### src/rtl/uart_tx.sv
// UART transmitter: serialises one word per tx_start into start, data (LSB first),
// optional parity and stop bits on txd, with an internal baud-period counter.
module uart_tx #(
    parameter int unsigned CLK_FREQUENCE = 50_000_000,
    parameter int unsigned BPS           = 9600,
    parameter int unsigned DATA_BITS     = 8,
    parameter int unsigned PARITY        = 0,
    parameter int unsigned STOP_BITS     = 1
) (
    input  logic                 clk,
    input  logic                 rst,
    input  logic                 tx_start,
    input  logic [DATA_BITS-1:0] tx_data,
    output logic                 tx_busy,
    output logic                 tx_done,
    output logic                 txd
);

    localparam int unsigned BAUD_CNT = CLK_FREQUENCE / BPS;
    localparam int unsigned STOP_CNT = STOP_BITS * BAUD_CNT;
    localparam int unsigned CW       = $clog2(STOP_CNT + 1);
    localparam int unsigned IW       = (DATA_BITS > 1) ? $clog2(DATA_BITS) : 1;

    localparam logic [CW-1:0] BIT_LAST  = CW'(BAUD_CNT - 1);
    // The IDLE cycle carrying tx_done is the final clock of the last stop bit, so STOP
    // leaves one count early; a start accepted in that cycle then follows with no gap.
    localparam logic [CW-1:0] STOP_LAST = CW'(STOP_CNT - 2);
    localparam logic [IW-1:0] IDX_LAST  = IW'(DATA_BITS - 1);

    typedef enum logic [2:0] {
        StIdle,
        StStart,
        StData,
        StParity,
        StStop
    } state_t;

    state_t               state;
    logic [CW-1:0]        cnt;
    logic [IW-1:0]        idx;
    logic [DATA_BITS-1:0] shift;
    logic                 par_bit;

    always_ff @(posedge clk or posedge rst) begin
        if (rst) begin
            state   <= StIdle;
            cnt     <= '0;
            idx     <= '0;
            shift   <= '0;
            par_bit <= 1'b0;
            txd     <= 1'b1;
            tx_busy <= 1'b0;
            tx_done <= 1'b0;
        end else begin
            tx_done <= 1'b0;
            cnt     <= cnt + 1'b1;
            unique case (state)
                StIdle: begin
                    cnt <= '0;
                    txd <= 1'b1;
                    if (tx_start) begin
                        shift   <= tx_data;
                        par_bit <= (PARITY == 2) ? ~^tx_data : ^tx_data;
                        idx     <= '0;
                        txd     <= 1'b0;
                        tx_busy <= 1'b1;
                        state   <= StStart;
                    end
                end
                StStart: begin
                    if (cnt == BIT_LAST) begin
                        cnt   <= '0;
                        txd   <= shift[0];
                        shift <= shift >> 1;
                        state <= StData;
                    end
                end
                StData: begin
                    if (cnt == BIT_LAST) begin
                        cnt <= '0;
                        if (idx == IDX_LAST) begin
                            if (PARITY != 0) begin
                                txd   <= par_bit;
                                state <= StParity;
                            end else begin
                                txd   <= 1'b1;
                                state <= StStop;
                            end
                        end else begin
                            idx   <= idx + 1'b1;
                            txd   <= shift[0];
                            shift <= shift >> 1;
                        end
                    end
                end
                StParity: begin
                    if (cnt == BIT_LAST) begin
                        cnt   <= '0;
                        txd   <= 1'b1;
                        state <= StStop;
                    end
                end
                StStop: begin
                    if (cnt == STOP_LAST) begin
                        cnt     <= '0;
                        tx_busy <= 1'b0;
                        tx_done <= 1'b1;
                        state   <= StIdle;
                    end
                end
                default: begin
                    txd     <= 1'b1;
                    tx_busy <= 1'b0;
                    state   <= StIdle;
                end
            endcase
        end
    end

endmodule

### config.mk
export PLATFORM = sky130hd
export DESIGN_NAME = uart_tx
export DESIGN_NICKNAME = d
export VERILOG_FILES = /design/src/rtl/uart_tx.sv
export SDC_FILE = /design/constraint.sdc
export NUM_CORES = 1
export LEC_CHECK = 0
export ABC_CLOCK_PERIOD_IN_PS = 2370
export CORE_UTILIZATION = 50
export CTS_CLUSTER_DIAMETER = 100
export CTS_CLUSTER_SIZE = 14
export DETAILED_ROUTE_END_ITERATION = 10
export GPL_TIMING_DRIVEN = 1
export PLACE_DENSITY = 0.75
export SYNTH_ARGS = -nofsm -noshare
export SYNTH_HDL_FRONTEND = slang
export SYNTH_SLANG_ARGS = --single-unit
export TNS_END_PERCENT = 10
### constraint.sdc
create_clock -name clk -period 2.37 [get_ports clk]
set_clock_uncertainty 0.15 [all_clocks]
set_input_delay 0.5925 -clock clk [delete_from_list [all_inputs] [get_ports clk]]
set_output_delay 0.5925 -clock clk [all_outputs]
set_load 0.03 [all_outputs]
==> results of run 1 <==
==> flip-flops by register name, summed over array words and instances, names as in the netlist <==
register and count:
txd 1, tx_busy 1, idx 3, state 3, shift 8, tx_done 1, cnt 13
==> repair_timing <==
action | CTS | global route
hold buffers | 0 | 0
resized for setup | 0 | 1
hold endpoints to repair | 0 | 0
setup endpoints to repair | 0 | 7
==> metal layers <==
metal | GRT usage [%] | vias to the layer above | part of all wire, %
li1 | - | 580 | -
met1 | 27.1 | 570 | 47
met2 | 34.7 | 11 | 49
met3 | 4.84 | 5 | 2.4
met4 | 11.2 | 0 | 1.5
met5 | 0 | - | 0
==> synthesized netlist by cell type (2+ instances only) <==
master     n
dfrtp_1   29
a31oi_1    2
mux2_2    13
and4_1     2
and3_1     3
xor2_1     8
and2_1     2
nand2_1    8
nand3_1    8
inv_1      4
o21ai_0    7
xnor2_1    4
clkbuf_1   3
nor2_1    21
nor2b_1    3
a21oi_1    3
mux2i_1    3
nand4_1    3
buf_2      2
ha_1       4
==> power by group through the flow <==
stage | combinational, mW | clock, mW | sequential (mW)
after floorplan | 0.250 | 0 | 0.705
after global placement | 0.349 | 0 | 0.705
after detailed placement | 0.365 | 0 | 0.716
after CTS | 0.366 | 0.296 | 0.705
after global routing | 0.399 | 0.312 | 0.720
final | 0.364 | 0.283 | 0.705
==> cell type report <==
class	instances	area [sq um]
Fill cell	262	1130
Multi-Input combinational cell	111	832
Sequential cell	30	752
Timing Repair Buffer	24	225
Tap cell	44	55.1
Clock buffer	7	45.0
Inverter	4	15.0
==> layout by cell type, fill, tap and decap left out, types with 2 or more instances in the layout <==
| master | netlist | layout |
|---|---|---|
| dfrtp_1 | 29 | 29 |
| nor2_1 | 21 | 21 |
| mux2_2 | 13 | 13 |
| clkdlybuf4s50_1 | 0 | 13 |
| buf_4 | 0 | 10 |
| nand2_1 | 8 | 8 |
| nand3_1 | 8 | 8 |
| xor2_1 | 8 | 8 |
| o21ai_0 | 7 | 7 |
| clkbuf_4 | 0 | 5 |
| xnor2_1 | 4 | 4 |
| inv_1 | 4 | 4 |
| ha_1 | 4 | 4 |
| nor2b_1 | 3 | 3 |
| a21oi_1 | 3 | 3 |
| mux2i_1 | 3 | 3 |
| and3_1 | 3 | 3 |
| nand4_1 | 3 | 3 |
| and2_1 | 2 | 2 |
| a31oi_1 | 2 | 2 |
| and4_1 | 2 | 2 |
| clkbuf_1 | 3 | 2 |
==> worst min-delay path by stage <==
stage | depth (start not counted) | to | startpoint | slack (ps)
final | 1 | shift[7] | shift[7] | 340
after global routing | 1 | cnt[0] | cnt[0] | 370
after CTS | 1 | shift[7] | shift[7] | 350
after detailed placement | 1 | shift[7] | shift[7] | 330
after global placement | 1 | shift[7] | shift[7] | 310
after floorplan | 1 | cnt[0] | cnt[0] | 300
==> logic make-up (layout without fill, tap and decap cells) <==
logic type	Yosys count	count (layout)
xor gates and xnor gates	12	12
AOI/OAI and AO/OA	19	19
DFF	30	30
and+or+nand+nor	59	59
adders and majority gates	4	4
buffers and inverters	9	35
muxes	17	17
==> per-stage QoR <==
| stage | cells | setup WS (ps) | area (sq um) | power, mW |
|---|---|---|---|---|
| global route | 220 | 8.34 | 1920 | 1.43 |
| finish | 220 | 85.7 | 1920 | 1.35 |
| CTS | 220 | 25.6 | 1920 | 1.37 |
| detailed placement | 213 | -43.6 | 1870 | 1.08 |
| floorplan | 150 | 168 | 1610 | 0.955 |
| global placement | 213 | -12.3 | 1870 | 1.05 |
==> flow_summary.yaml, run 1 <==
power_and_ir_drop:
  power_switching_uw: 416
  ir_drop_mv: 0.512
  share_comb_of_total_power_pct: 26.9
  clock_power_share_pct: 21.0
  power.share.sequential_pct: 52.1
  power_report.internal_total_uw: 936
  power_per_cell_area_nw_per_um2: 703
  power_switching_share_pct: 30.8
  leakage_component_of_the_power_nw: 0.839
worst_setup_path:
  cp-start-kind: "flip-flop"
  worstPathMaxFanout: 2
  path_buf_inv: 1
  crit_arrival_ps: 1540
  crit_path_top_delay_cell: "clkdlybuf4s50_1"
  critical-path-top-delay-family: "buffers and inverters"
  cp_launch_point: "txd"
  max_stage_delay_ps: 670
  critical_path_required_ps: 1630
  timing.rr.start: "cnt[5]"
  timing.critical_path.depth: 1
  worst-setup-path-type: "reg -> out"
  worst_setup_path_end_kind: "primary output"
  crit-reg2reg-capture: "shift[5]"
  reg2reg_slack_ps: 120
  reg2regPathDepth: 6
  path_cells: "clkdlybuf4s50_1"
  crit_path_end: "txd"
synth:
  synth_fa_ha_area_share_pct: 3.11
  synth.largest_area_cell: "dfrtp_1"
  post_synthesis_share_of_cell_area_spent_on_and_or_nand_and_nor_gates_pct: 21.2
  syn-mean-instance-area_sq_um: 10.7
  share_of_the_synthesized_area_in_the_top_cell_type_pct: 45.0
  syn-cell-area_sq_um: 1610
  synthFlopType: "dfrtp_1"
  async_reset_ff_share_pct: 100
  postSynthCellCount: 150
  synth_xor_xnor_area_share_pct: 6.52
  largest_family_of_logic_cells_by_synthesized_area: "simple AND/OR/NAND/NOR gates"
  synth-compound-area-share_pct: 8.62
  synth_fp_nets: 165
  ys_seq_elements: 30
  synth_enable_flop_cells: 0
  synth_cell_type_count: 38
  yosysSeqAreaShare_pct: 46.7
  yosysWarningCount: 0
  synth.top_cells.by_area: "dfrtp_1, mux2_2, nor2_1"
  yosys-mux-area-fraction_pct: 11.6
global_routing:
  global_route.overflow_total: 0
  grt_start_max_net_pins: 31
  grt_first_pass_wirelength_microns: 5400
  antenna_found_initial: 0
  gr-usage-all-layers_pct: 21.5
  vias_in_the_first_global_route: 1208
layout:
  layout.nets: 191
  area.growth.synth_to_final_pct: 19.4
  final_layout_size_suffix_gt1_share_pct: 21.0
  total_inserted_antenna_cells: 0
  postLayoutCoreUtil_pct: 63.0
detailed_routing:
  route.detailed.drc: 0
  detailed_route_iter0_violations: 62
  via_count: 1166
  wire_per_inst_microns: 14.0
  postRouteAntennaNets: 0
  routed_wl_microns: 3080
  drt_pre_antenna_iters: 4
  viasPerCell: 5.30
timing:
  worst-slew-pin-transition_ps: 415
  timing.final.setup_violations: 0
  setup-tns-final_ps: 0
  maxSlewHeadroom_pct: 72.1
  final_max_slew_viol_count: 0
  final_hold_viol_count: 0
  clock.fmax_mhz: 438
  rsz_0062_raised_after_global_routing: "false"
  finalHoldWorstSlack_ps: 342
  period_minus_slack_ps: 2280
  fin_crit_sh_pct: 96.4
cts:
  clk_pin_slew_ps: 90
  cts_max_path_buffers: 2
  clock_network_latency_to_the_later_pin_of_the_worst_skew_pair_ps: 330
  clock_tree.root_cell: "clkbuf_4"
  htreeDepth: 2
  cts_buffers: 5
  cts_tree: "yes"
  post-cts-setup-buffers: 0
  number_of_clock_sinks: 30
floorplanning:
  die_span_x_microns: 58.8
  top_level_ports: 14
  initial_utilization_pct: 52.8
  rows: 20
  coreArea_sq_um: 3050
  die_area_sq_um: 3450
  die-height_microns: 58.8
place:
  dp.final_hpwl_microns: 2240
  io_buffers: 13
  routabilityCongestion: 0.793
worst_hold_path:
  hp-class: "reg -> reg"
status:
  run_status: "complete, no violations"
run:
  maxCapViolCount: 0
(Power assumes the default switching activity.)
==> run 2, diff against run 1 <==
- PLACE_DENSITY: 0.75 -> 0.8
- SLEW_MARGIN: default -> 20
==> flow_summary.yaml, run 2 (synthesis results as in run 1) <==
place:
  placed_cell_area_sq_um: 1880
  io_buffers: 13
  dp_slack_ps: -64.9
  dp.final_hpwl_microns: 2390
  routabilityCongestion: 0.838
cts:
  cts_max_path_buffers: 2
  clock_network_latency_to_the_later_pin_of_the_worst_skew_pair_ps: 340
  htreeDepth: 2
  post-cts-setup-buffers: 0
  cts_tree: "yes"
  number_of_clock_sinks: 30
  holdBufCountCts: 0
  cts_buffers: 5
  cts_resized: 0
  clk_pin_slew_ps: 100
  clock_tree.root_cell: "clkbuf_4"
worst_setup_path:
  crit_arrival_ps: 1570
  reg2reg_slack_ps: 90
  worst-setup-path-type: "reg -> out"
  critical_path_required_ps: 1630
  cp_launch_point: "txd"
  path_cells: "clkdlybuf4s50_1"
  crit-reg2reg-capture: "shift[1]"
  path_buf_inv: 1
  cp-start-kind: "flip-flop"
  critical-path-top-delay-family: "buffers and inverters"
  reg2regPathDepth: 6
  timing.critical_path.depth: 1
  timing.rr.start: "cnt[8]"
  worst_setup_path_end_kind: "primary output"
  max_stage_delay_ps: 670
  worstPathMaxFanout: 2
  crit_path_top_delay_cell: "clkdlybuf4s50_1"
global_routing:
  global_route.overflow_total: 0
  antenna_found_initial: 0
  grt_first_pass_wirelength_microns: 5870
  vias_in_the_first_global_route: 1288
  grt_start_max_net_pins: 19
  gr-usage-all-layers_pct: 23.4
worst_hold_path:
  hold_path_startpoint: "shift[7]"
  timing.hold.worst_path_depth: 1
  hp-class: "reg -> reg"
  worst_hold_path.endpoint: "shift[7]"
floorplanning:
  rows: 20
  die_span_x_microns: 58.8
  coreArea_sq_um: 3050
  top_level_ports: 14
  die-height_microns: 58.8
  initial_utilization_pct: 52.8
  die_area_sq_um: 3450
layout:
  layout.cells.most_common: "dfrtp_1"
  final.fill_count: 255
  area.growth.synth_to_final_pct: 20.7
  layout.nets: 190
  largest_register_ff_count: 13
  final_layout_size_suffix_gt1_share_pct: 21.6
  total_inserted_antenna_cells: 0
  layout.cell_area.non_filler_sq_um: 1940
  multi_input_area_sq_um: 832
  registers.top_by_ff_count: "cnt"
  mostFrequentLayoutCells: "dfrtp_1, nor2_1, mux2_2, clkdlybuf4s50_1"
  reg.largest.list: "cnt (13), shift (8)"
  seqCellArea_sq_um: 752
detailed_routing:
  routed_wl_microns: 3240
  drt_pre_antenna_iters: 4
  detailed_route_iter0_violations: 46
  viasPerCell: 5.47
  wire_per_inst_microns: 14.7
  route.detailed.drc: 0
  postRouteAntennaNets: 0
  via_count: 1204
timing:
  final_max_slew_viol_count: 0
  period_minus_slack_ps: 2310
  clock.fmax_mhz: 432
  setup-tns-final_ps: 0
  fin_ws_ps: 57.1
  fin_crit_sh_pct: 97.6
  timing.final.setup_violations: 0
  worst-slew-pin-transition_ps: 535
  final_hold_viol_count: 0
  rsz_0062_raised_after_global_routing: "false"
  maxSlewHeadroom_pct: 64.3
power_and_ir_drop:
  ir_drop_mv: 0.384
  leakage_component_of_the_power_nw: 0.848
  share_comb_of_total_power_pct: 26.3
  power_per_cell_area_nw_per_um2: 719
  power.share.sequential_pct: 50.4
  clock_power_share_pct: 23.3
  power_report.internal_total_uw: 968
  power_switching_share_pct: 30.8
  power_switching_uw: 431
status:
  run_status: "complete, no violations"
run:
  maxCapViolCount: 0
==> run 2: changes by cell type in the layout (fill, tap and decap cells not counted), sizes merged <==
cell | previous run | this run
clkinv | 0 | 1
buf | 11 | 10
==> run 2: layout make-up <==
type | instances | area share [%]
Timing Repair Buffer | 23 | 11.8
Tap cell | 44 | 2.83
Sequential cell | 30 | 38.7
Inverter | 4 | 0.772
Clock buffer | 7 | 2.83
Clock inverter | 1 | 0.257
Multi-Input combinational cell | 111 | 42.8
==> run 2: power groups by stage <==
stage | clock network, mW | logic, mW | registers, mW
finish | 0.326 | 0.368 | 0.705
global route | 0.352 | 0.417 | 0.718
CTS | 0.330 | 0.375 | 0.706
detailed placement | 0 | 0.373 | 0.717
global placement | 0 | 0.353 | 0.702
floorplan | 0 | 0.250 | 0.705
==> run 2: how the worst max path moves through the flow <==
stage,end,slack (ps)
detailed placement,shift[4],-60
global route,shift[4],6
floorplan,shift[1],170
CTS,shift[1],20
global placement,shift[3],-20
finish,txd,60
==> run 2: layer usage <==
layer  wire (microns)  vias up  GRT usage (%)
met4               66        0           13.3
met1             1360      586           27.1
met3              145        7           5.05
met2             1680       29           40.1
met5                0        -              0
li1                 -      582              -
==> run 2: through the flow <==
step	power (mW)	hold WS [ps]	util, %	cells
after floorplan	0.955	296	-	150
after global placement	1.06	313	61.4	212
after detailed placement	1.09	329	61.4	212
after CTS	1.41	350	63.4	220
after global routing	1.49	375	63.7	220
final	1.40	346	63.7	220
